<file path="src/rtl/fft_sched.sv">
// fft_sched: in-place radix-2 DIT FFT schedule for one pipelined BFU.
// Optional cycle counter port enabled by defining FFT_SCHED_CYCLE_CNT_EN.
module fft_sched #(
  parameter int N_LOG2  = 6,
  parameter int RD_LAT  = 1,
  parameter int BFU_LAT = 4
) (
  input  logic                        clk,
  input  logic                        rst_n,
  input  logic                        start,
  input  logic                        hold,
  output logic                        busy,
  output logic                        done,
  output logic [$clog2(N_LOG2)-1:0]   stage,
  output logic                        rd_en,
  output logic [N_LOG2-1:0]           rd_addr_a,
  output logic [N_LOG2-1:0]           rd_addr_b,
  output logic [N_LOG2-2:0]           tw_addr,
  output logic                        bfu_en,
  output logic                        wr_en,
  output logic [N_LOG2-1:0]           wr_addr_a,
  output logic [N_LOG2-1:0]           wr_addr_b
`ifdef FFT_SCHED_CYCLE_CNT_EN
  ,
  output logic [15:0]                 cycle_cnt
`endif
);

  localparam int AW   = N_LOG2;
  localparam int KW   = N_LOG2 - 1;
  localparam int SW   = $clog2(N_LOG2);
  localparam int PIPE = RD_LAT + BFU_LAT;

  typedef enum logic [1:0] {
    IDLE  = 2'd0,
    ISSUE = 2'd1,
    DRAIN = 2'd2,
    DONE  = 2'd3
  } state_t;

  state_t state_q, state_d;
  logic [SW-1:0] s_q, s_d;
  logic [KW-1:0] k_q, k_d;
  logic busy_q, done_q, issue_q;

  logic [PIPE-1:0] pv_q, pv_d;
  logic [PIPE-1:0][2*AW-1:0] pa_q, pa_d;

  logic [AW-1:0] k_ext, half, j, hi;
  logic [AW-1:0] a, b;
  logic [KW-1:0] tw;
  logic drain_ok;

  // butterfly k of stage s: pair indices and twiddle exponent
  always_comb begin
    k_ext = AW'(k_q);
    half  = AW'(1) << s_q;
    j     = k_ext & (half - AW'(1));
    hi    = (k_ext >> s_q) << s_q;
    a     = (hi << 1) | j;
    b     = a | half;
    tw    = '0;
    for (int i = 0; i < N_LOG2; i++) begin
      if (s_q == SW'(i)) tw = KW'(j << (N_LOG2 - 1 - i));
    end
  end

  assign rd_en     = issue_q & ~hold;
  assign rd_addr_a = issue_q ? a  : '0;
  assign rd_addr_b = issue_q ? b  : '0;
  assign tw_addr   = issue_q ? tw : '0;
  assign bfu_en    = busy_q & ~hold;
  assign busy      = busy_q;
  assign done      = done_q;
  assign stage     = s_q;

  assign wr_en     = pv_q[PIPE-1] & ~hold;
  assign wr_addr_a = pv_q[PIPE-1] ? pa_q[PIPE-1][2*AW-1:AW] : '0;
  assign wr_addr_b = pv_q[PIPE-1] ? pa_q[PIPE-1][AW-1:0]    : '0;

  // only the tail entry may remain; it retires this cycle
  assign drain_ok = (pv_q[PIPE-2:0] == '0);

  // next-state, counters and write-back delay line
  always_comb begin
    state_d = state_q;
    s_d     = s_q;
    k_d     = k_q;
    pv_d    = pv_q;
    pa_d    = pa_q;
    if (!hold) begin
      pv_d = {pv_q[PIPE-2:0], rd_en};
      pa_d = {pa_q[PIPE-2:0], {rd_addr_a, rd_addr_b}};
      unique case (state_q)
        IDLE: begin
          if (start) begin
            state_d = ISSUE;
            s_d     = '0;
            k_d     = '0;
          end
        end
        ISSUE: begin
          if (&k_q) begin
            state_d = DRAIN;
            k_d     = '0;
          end else begin
            k_d = k_q + KW'(1);
          end
        end
        DRAIN: begin
          if (drain_ok) begin
            if (s_q == SW'(N_LOG2 - 1)) begin
              state_d = DONE;
            end else begin
              state_d = ISSUE;
              s_d     = s_q + SW'(1);
            end
          end
        end
        DONE: begin
          state_d = IDLE;
          s_d     = '0;
        end
      endcase
    end
  end

  // schedule FSM with registered status outputs
  always_ff @(posedge clk or negedge rst_n) begin
    if (!rst_n) begin
      state_q <= IDLE;
      s_q     <= '0;
      k_q     <= '0;
      busy_q  <= 1'b0;
      done_q  <= 1'b0;
      issue_q <= 1'b0;
      pv_q    <= '0;
      pa_q    <= '0;
    end else begin
      state_q <= state_d;
      s_q     <= s_d;
      k_q     <= k_d;
      busy_q  <= (state_d == ISSUE) || (state_d == DRAIN);
      done_q  <= (state_d == DONE);
      issue_q <= (state_d == ISSUE);
      pv_q    <= pv_d;
      pa_q    <= pa_d;
    end
  end

`ifdef FFT_SCHED_CYCLE_CNT_EN
  logic [15:0] cnt_q, cnt_d;

  // busy-cycle count, cleared by an accepted start, saturating
  always_comb begin
    cnt_d = cnt_q;
    if (state_q == IDLE && start && !hold) begin
      cnt_d = '0;
    end else if (busy_q && cnt_q != 16'hFFFF) begin
      cnt_d = cnt_q + 16'd1;
    end
  end

  // cycle counter register
  always_ff @(posedge clk or negedge rst_n) begin
    if (!rst_n) cnt_q <= '0;
    else        cnt_q <= cnt_d;
  end

  assign cycle_cnt = cnt_q;
`endif

endmodule
</file>
<file path="config.mk">
export PLATFORM = sky130hd
export DESIGN_NAME = fft_sched
export DESIGN_NICKNAME = d
export VERILOG_FILES = /design/src/rtl/fft_sched.sv
export SDC_FILE = /design/constraint.sdc
export NUM_CORES = 1
export LEC_CHECK = 0
export ABC_AREA = 1
export BUFFER_PORTS_ARGS = -buffer_cell sky130_fd_sc_hd__buf_2
export CORE_AREA = 5 5 86 168
export CTS_BUF_LIST = sky130_fd_sc_hd__clkbuf_16
export DETAILED_ROUTE_END_ITERATION = 12
export DIE_AREA = 0 0 91 173
export PLACE_DENSITY = 0.52
export SLEW_MARGIN = 20
export SYNTH_ARGS = -nofsm -noshare
export SYNTH_HDL_FRONTEND = slang
export SYNTH_SLANG_ARGS = --single-unit
</file>
<file path="constraint.sdc">
create_clock -name clk -period 2.6 [get_ports clk]
set_clock_uncertainty 0.1 [all_clocks]
set_input_delay 0.52 -clock clk [delete_from_list [all_inputs] [get_ports clk]]
set_output_delay 0.52 -clock clk [all_outputs]
set_load 0.01 [all_outputs]
</file>
==> results of run 1 <==
how the worst max path moves through the flow:
| stage | cells after the start | slack, ps | end | start |
|---|---|---|---|---|
| after detailed placement | 8 | 120 | rd_addr_b[1] | stage[2] |
| after CTS | 12 | -30 | rd_addr_b[4] | stage[0] |
| after global placement | 8 | 60 | rd_addr_b[1] | stage[2] |
| after floorplan | 10 | 100 | tw_addr[2] | stage[0] |
| after global routing | 11 | -160 | rd_addr_b[4] | stage[1] |
| final | 12 | -60 | rd_addr_b[4] | stage[0] |
repair_timing:
action / CTS / global route
setup buffers: 9 / 2
gates resized for setup: 38 / 17
pin swaps: 8 / 4
hold buffers: 1 / 0
endpoints found under the hold margin: 19 / 0
setup endpoints to repair: 13 / 13
layout make-up:
cell class / instances / area, sq um / area share [%]
flip-flops and latches: 78 / 1960 / 40.3
multi-input cells: 299 / 1680 / 34.6
clock buffers: 9 / 225 / 4.65
clock inverters: 7 / 75.1 / 1.55
inverters: 80 / 308 / 6.35
repair buffers: 65 / 418 / 8.62
well taps: 152 / 190 / 3.92
sequential cells by signal, indices dropped and copies added (netlist names):
| register | cells |
|---|---|
| busy | 1 |
| done | 1 |
| issue_q | 1 |
| k_q | 5 |
| pa_q | 60 |
| pv_q | 5 |
| stage | 3 |
| state_q | 2 |
per-stage QoR:
stage               cells  power [mW]
detailed placement    662        2.63
floorplan             475        2.24
finish                690        3.90
CTS                   688        3.94
global route          690        4.17
global placement      662        2.62
where the power goes:
part           leakage [nW]  switching (mW)  internal [mW]  total (mW)
logic                  1.28           0.650          0.340       0.991
registers              1.05           0.179           1.49        1.67
clock network         0.143           0.498          0.746        1.24
total                  2.48            1.33           2.57        3.90
cells by family (layout without fill, tap and decap cells):
kind of cell | after synthesis | after routing
flip-flops | 78 | 78
adder cells (fa/ha/maj) | 11 | 11
buffers and inverters | 98 | 161
XOR/XNOR | 1 | 1
AO/OA/AOI/OAI | 91 | 91
AND/OR/NAND/NOR | 196 | 196
cell usage in the layout, fill, tap and decap left out, types with 2 or more instances in the layout:
cell type	n
nand2_4	4
buf_6	2
dfrtp_1	75
inv_4	3
nor2_2	5
inv_1	70
o21ai_0	65
ha_4	5
buf_4	24
clkinv_4	2
clkinvlp_4	2
nor2_1	11
o21ai_2	6
nand2_2	10
o22ai_1	3
buf_2	37
nand3_2	6
inv_2	7
nand4_1	3
a21oi_1	2
ha_1	6
a21oi_2	2
clkbuf_16	9
nand2_1	122
nor2_4	3
o21ai_1	3
dfrtp_2	3
nand3_1	29
nor3_1	2
a31oi_2	2
metal layers:
| metal | track usage (%) | up-vias |
|---|---|---|
| li1 | - | 1626 |
| met1 | 13.5 | 1501 |
| met2 | 24.5 | 94 |
| met3 | 2.61 | 38 |
| met4 | 10.1 | 0 |
| met5 | 0 | - |
worst reg2reg max path: stages (launching register included):
cell and delay (ps):
dfrtp_1 560, ha_1 250, inv_1 50, nor3_1 190
ha_1 200, nor2_1 90, o21ai_0 160, nand3_1 90
o21ai_0 110, inv_1 100, ha_1 280, inv_1 30
==> results.json, run 1 <==
{
  "ctsHtreeMaxLevel": 3,
  "synth_xor_area_share_pct": 0.229,
  "hold_slack_ps": 373,
  "cellPowerDensity_nw_per_um2": 805,
  "core_sq_um": 12900,
  "rows": 59,
  "drive_gt1_share_pct": 25.8,
  "synthFlopType": "dfrtp_1",
  "startpoint_type": "register",
  "cp_data_arrival_time_ps": 2040,
  "synthMuxAreaShare_pct": 0,
  "maxCapViolations": 0,
  "setup_viol": 7,
  "cts_buffers": 9,
  "worstSetupPathType": "register to output port",
  "finalWeightedCongestion": 0.896,
  "final_nets": 548,
  "max_freq_mhz": 377,
  "die_w_microns": 91,
  "cts-root-buf": "clkbuf_16",
  "syn_nets": 490,
  "pre_cts_ws_ps": 124,
  "slew_violations": 0,
  "crit_family": "simple AND/OR/NAND/NOR gates",
  "grt_pass1_wl_microns": 17000,
  "rsz0062_at_grt": "true",
  "async_flop_share_pct": 100,
  "synth_fa_ha_area_share_pct": 3.60,
  "cts_tree": "built",
  "synth_top_family_by_area": "simple AND/OR/NAND/NOR gates",
  "cpPeakStageDelay_ps": 400,
  "diodes": 0,
  "io_pins": 41,
  "antenna_left": 0,
  "vias_per_cell": 4.72,
  "synth_compound_area_share_pct": 13.3,
  "met1Wirelength_microns": 3870,
  "design_area_sq_um": 4850,
  "routed_wirelength_microns": 10600,
  "synth-simple-area-share_pct": 21.9,
  "setup_tns_ps": -164,
  "wl_met3_microns": 374,
  "grt_pass1_vias": 3373,
  "synth_area_per_cell_sq_um": 8.04,
  "path_max_fanout": 8,
  "post-dp-hpwl_microns": 7950,
  "hold-path-endpoint": "pa_q[53]",
  "crit_chain": "buf_6 -> ha_4 -> ha_4 -> a21oi_4 -> nand3_2 -> nand2_2 -> nor2_2 -> nor2_2 -> nand2_1 -> nand2_2 -> o21ai_2 -> buf_2",
  "rr_endpoint": "busy",
  "ys_seq_area_share_pct": 51.1,
  "grt.overflow.total": 0,
  "drcViolationCount": 0,
  "violations": "setup timing",
  "hold_viol": 0,
  "p_leak_nw": 2.48,
  "critical_path_buf_inv_count": 2,
  "vdd.ir_drop.worst_v": 0.000375,
  "slew_headroom_pct": 66.8,
  "clkTransAtPathRegs_ps": 60,
  "start_util_pct": 29.6,
  "hold_depth": 2,
  "r2r_setup_slack_ps": 300,
  "top_layer": "met4",
  "clk_path_buf_depth": 2,
  "routedWlPerCell_microns": 15.3,
  "ys_seq_elements": 78,
  "area_growth_pct": 26.9,
  "first_pass_iters": 4,
  "first_iter_violations": 171,
  "die_h_microns": 173,
  "fill_cells": 1346,
  "worstRegToRegCells": 11,
  "insertion_delay_ps": 330,
  "ys_types": 32,
  "crit_slowest_cell": "dfrtp_1",
  "yosysMostFrequentCell": "nand2_1",
  "worst_pin_slew_ps": 498,
  "synth_top_cells_by_area": "dfrtp_1 51%, nand2_1 13%, o21ai_0 8.9%, inv_1 7.3%, nand3_1 4.3%",
  "postPlaceCellArea_sq_um": 4250,
  "min_path_type": "register to register",
  "finalCriticalPeriod_ps": 2660,
  "cts_sinks": 78,
  "status": "finished with violations",
  "reg2reg_from": "k_q[1]",
  "antenna_found_initial": 0,
  "synth_top_area_share_pct": 51.1,
  "synth_common_cells": "131 x nand2_1, 78 x dfrtp_1, 74 x inv_1",
  "ys_warn_count": 0,
  "grt_usage_pct": 13.6,
  "mappedNetlistArea_sq_um": 3820,
  "synthCells": 475,
  "worstSetupEndpointType": "output port",
  "period_share_pct": 102,
  "setup_ws_ps": -55.3,
  "via_count": 3259,
  "worstPathRequired_ps": 1980,
  "yosys.area.top_type": "dfrtp_1",
  "port_buffers": 40,
  "synth-edff-count": 0,
  "dr_wl_met2_microns": 5540,
  "grt_max_degree": 55,
  "final_core_util_pct": 37.5,
  "fp.dieArea_sq_um": 15700,
  "hold_path.startpoint": "pa_q[41]"
}
Power figures use the tool's default switching activity.
==> run 2, diff against run 1 <==
--- a/config.mk
+++ b/config.mk
@@ -7,11 +7,11 @@
 export LEC_CHECK = 0
 export ABC_AREA = 1
 export BUFFER_PORTS_ARGS = -buffer_cell sky130_fd_sc_hd__buf_2
-export CORE_AREA = 5 5 86 168
+export CORE_AREA = 5 5 65 126
 export CTS_BUF_LIST = sky130_fd_sc_hd__clkbuf_16
 export DETAILED_ROUTE_END_ITERATION = 12
-export DIE_AREA = 0 0 91 173
-export PLACE_DENSITY = 0.52
+export DIE_AREA = 0 0 70 131
+export PLACE_DENSITY = 0.8
 export SLEW_MARGIN = 20
 export SYNTH_ARGS = -nofsm -noshare
 export SYNTH_HDL_FRONTEND = slang
==> results.json, run 2 (synthesis gave the netlist of run 1 again) <==
{
  "status": "finished with violations",
  "violations": "setup timing",
  "die_h_microns": 131,
  "instances_no_fill": 624,
  "clk_path_buf_depth": 2,
  "slew_headroom_pct": 65.8,
  "routed_wirelength_microns": 8710,
  "drcViolationCount": 0,
  "p_comb_share_pct": 23.5,
  "post-dp-hpwl_microns": 6060,
  "slew_violations": 0,
  "routedWlPerCell_microns": 14.0,
  "startpoint_type": "register",
  "worstPathRequired_ps": 1980,
  "swShare_pct": 33.5,
  "port_buffers": 40,
  "path_max_fanout": 4,
  "hold_viol": 0,
  "setup_viol": 4,
  "hold_slack_ps": 48.6,
  "dp.cells": 600,
  "fp.dieArea_sq_um": 9170,
  "vdd.ir_drop.worst_v": 0.000703,
  "p_leak_nw": 2.44,
  "post_cts_hold_buffer_count": 0,
  "drive_gt1_share_pct": 23.9,
  "cts_tree": "built",
  "vias_per_cell": 5.27,
  "setup_tns_ps": -147,
  "cellPowerDensity_nw_per_um2": 815,
  "top_regs": "pa_q x60, k_q x5, pv_q x5",
  "cts_buffers": 9,
  "worstSetupPathType": "register to output port",
  "grt.overflow.total": 0,
  "cp_data_arrival_time_ps": 2060,
  "period_share_pct": 103,
  "crit_chain": "buf_6 -> ha_4 -> o21ai_4 -> nand3_2 -> nand2_2 -> nor2_2 -> nor2_2 -> nand2_1 -> nand2_2 -> o21ai_2 -> buf_2",
  "grt_max_degree": 55,
  "clkPwrFrac_pct": 32.7,
  "min_path_type": "input port to async pin",
  "grt_usage_pct": 20.6,
  "final_cell_mix": "123 x nand2_1, 76 x dfrtp_1, 72 x inv_1",
  "max_freq_mhz": 373,
  "first_iter_violations": 229,
  "finalCriticalPeriod_ps": 2680,
  "final_nets": 542,
  "final_core_util_pct": 65.8,
  "postPlaceCellArea_sq_um": 4150,
  "maxCapViolations": 0,
  "area_growth_pct": 23.3,
  "die_w_microns": 70,
  "largest_register": "pa_q",
  "antenna_found_initial": 0,
  "io_pins": 41,
  "power.internal_mw": 2.55,
  "worst_pin_slew_ps": 514,
  "ctsHtreeMaxLevel": 3,
  "p_total_mw": 3.84,
  "cts-root-buf": "clkbuf_16",
  "crit_slowest_cell": "dfrtp_2",
  "clkTransAtPathRegs_ps": 60,
  "pre_cts_ws_ps": 154,
  "diodes": 0,
  "final_common_cell": "nand2_1",
  "core_sq_um": 7160,
  "design_area_sq_um": 4710,
  "setup_ws_ps": -79.6,
  "cts_sinks": 78,
  "insertion_delay_ps": 330,
  "startpoint": "stage[0]",
  "cpPeakStageDelay_ps": 460,
  "worstSetupEndpointType": "output port",
  "start_util_pct": 53.4,
  "grt_pass1_vias": 3239,
  "grt_pass1_wl_microns": 15100,
  "power.switching_mw": 1.28,
  "largest_register_ffs": 60,
  "first_pass_iters": 5,
  "rows": 44,
  "seqPwrFrac_pct": 43.8,
  "antenna_left": 0,
  "rsz0062_at_grt": "true",
  "reg2reg_from": "k_q[1]",
  "via_count": 3288,
  "finalWeightedCongestion": 0.910
}
-- run 2: cell types whose count changed in the layout (fill, tap and decap cells not counted), moves of 2 or more --
cell / previous run / this run
inv_1: 70 / 72
buf_2: 37 / 39
inv_2: 7 / 4
buf_4: 24 / 13
o21ai_2: 6 / 4
inv_6: 1 / 3
buf_6: 2 / 6
nand2_4: 4 / 2
-- run 2: path summary, 6_finish.rpt --
| path | end | slack (ps) | cells after the start |
|---|---|---|---|
| worst max-delay path | rd_addr_b[4] | -80 | 11 |
| worst min-delay path | stage[2] | 50 | 1 |
| worst max register to register | busy | 380 | 11 |
| worst min register to register | pa_q[56] | 380 | 2 |
| max in group asynchronous | pa_q[33] | 1700 | 2 |
| min in group clk | pa_q[56] | 380 | 2 |
-- run 2: power groups by stage --
stage	clock (mW)	sequential (mW)	combinational (mW)
after floorplan	0	1.62	0.621
after CTS	1.28	1.67	0.865
after detailed placement	0	1.69	0.839
after global routing	1.33	1.71	1.05
final	1.26	1.68	0.902
after global placement	0	1.68	0.821
-- run 2: layout make-up --
type,count,area (sq um)
tap,92,115
timing repair buffer,59,380
sequential,78,1950
fill,588,2450
clock buffer,9,225
multi-input combinational,299,1650
inverter,80,308
clock inverter,7,80.1
-- run 2: what timing repair did --
item / 4_1_cts / 5_1_grt
pin swaps: 6 / 9
gates cloned: 0 / 0
gates resized for setup: 23 / 24
endpoints found under the setup margin: 12 / 12
buffers inserted: 5 / 3
-- run 2: per-layer routing --
layer / vias to the layer above / part of all wire, % / global-route usage, %
met3: 11 / 5.0 / 4.13
met4: 0 / 1.7 / 7.67
li1: 1607 / - / -
met1: 1581 / 44 / 27.4
met5: - / 0 / 0
met2: 89 / 50 / 33.6
-- run 2: critical path, delay by kind of cell (launching register included) --
family	cells	cell delay, ps
AND/OR/NAND/NOR	6	530
adder cells (fa/ha/maj)	1	180
AO/OA/AOI/OAI	2	260
flip-flops	1	460
buffers and inverters	2	300
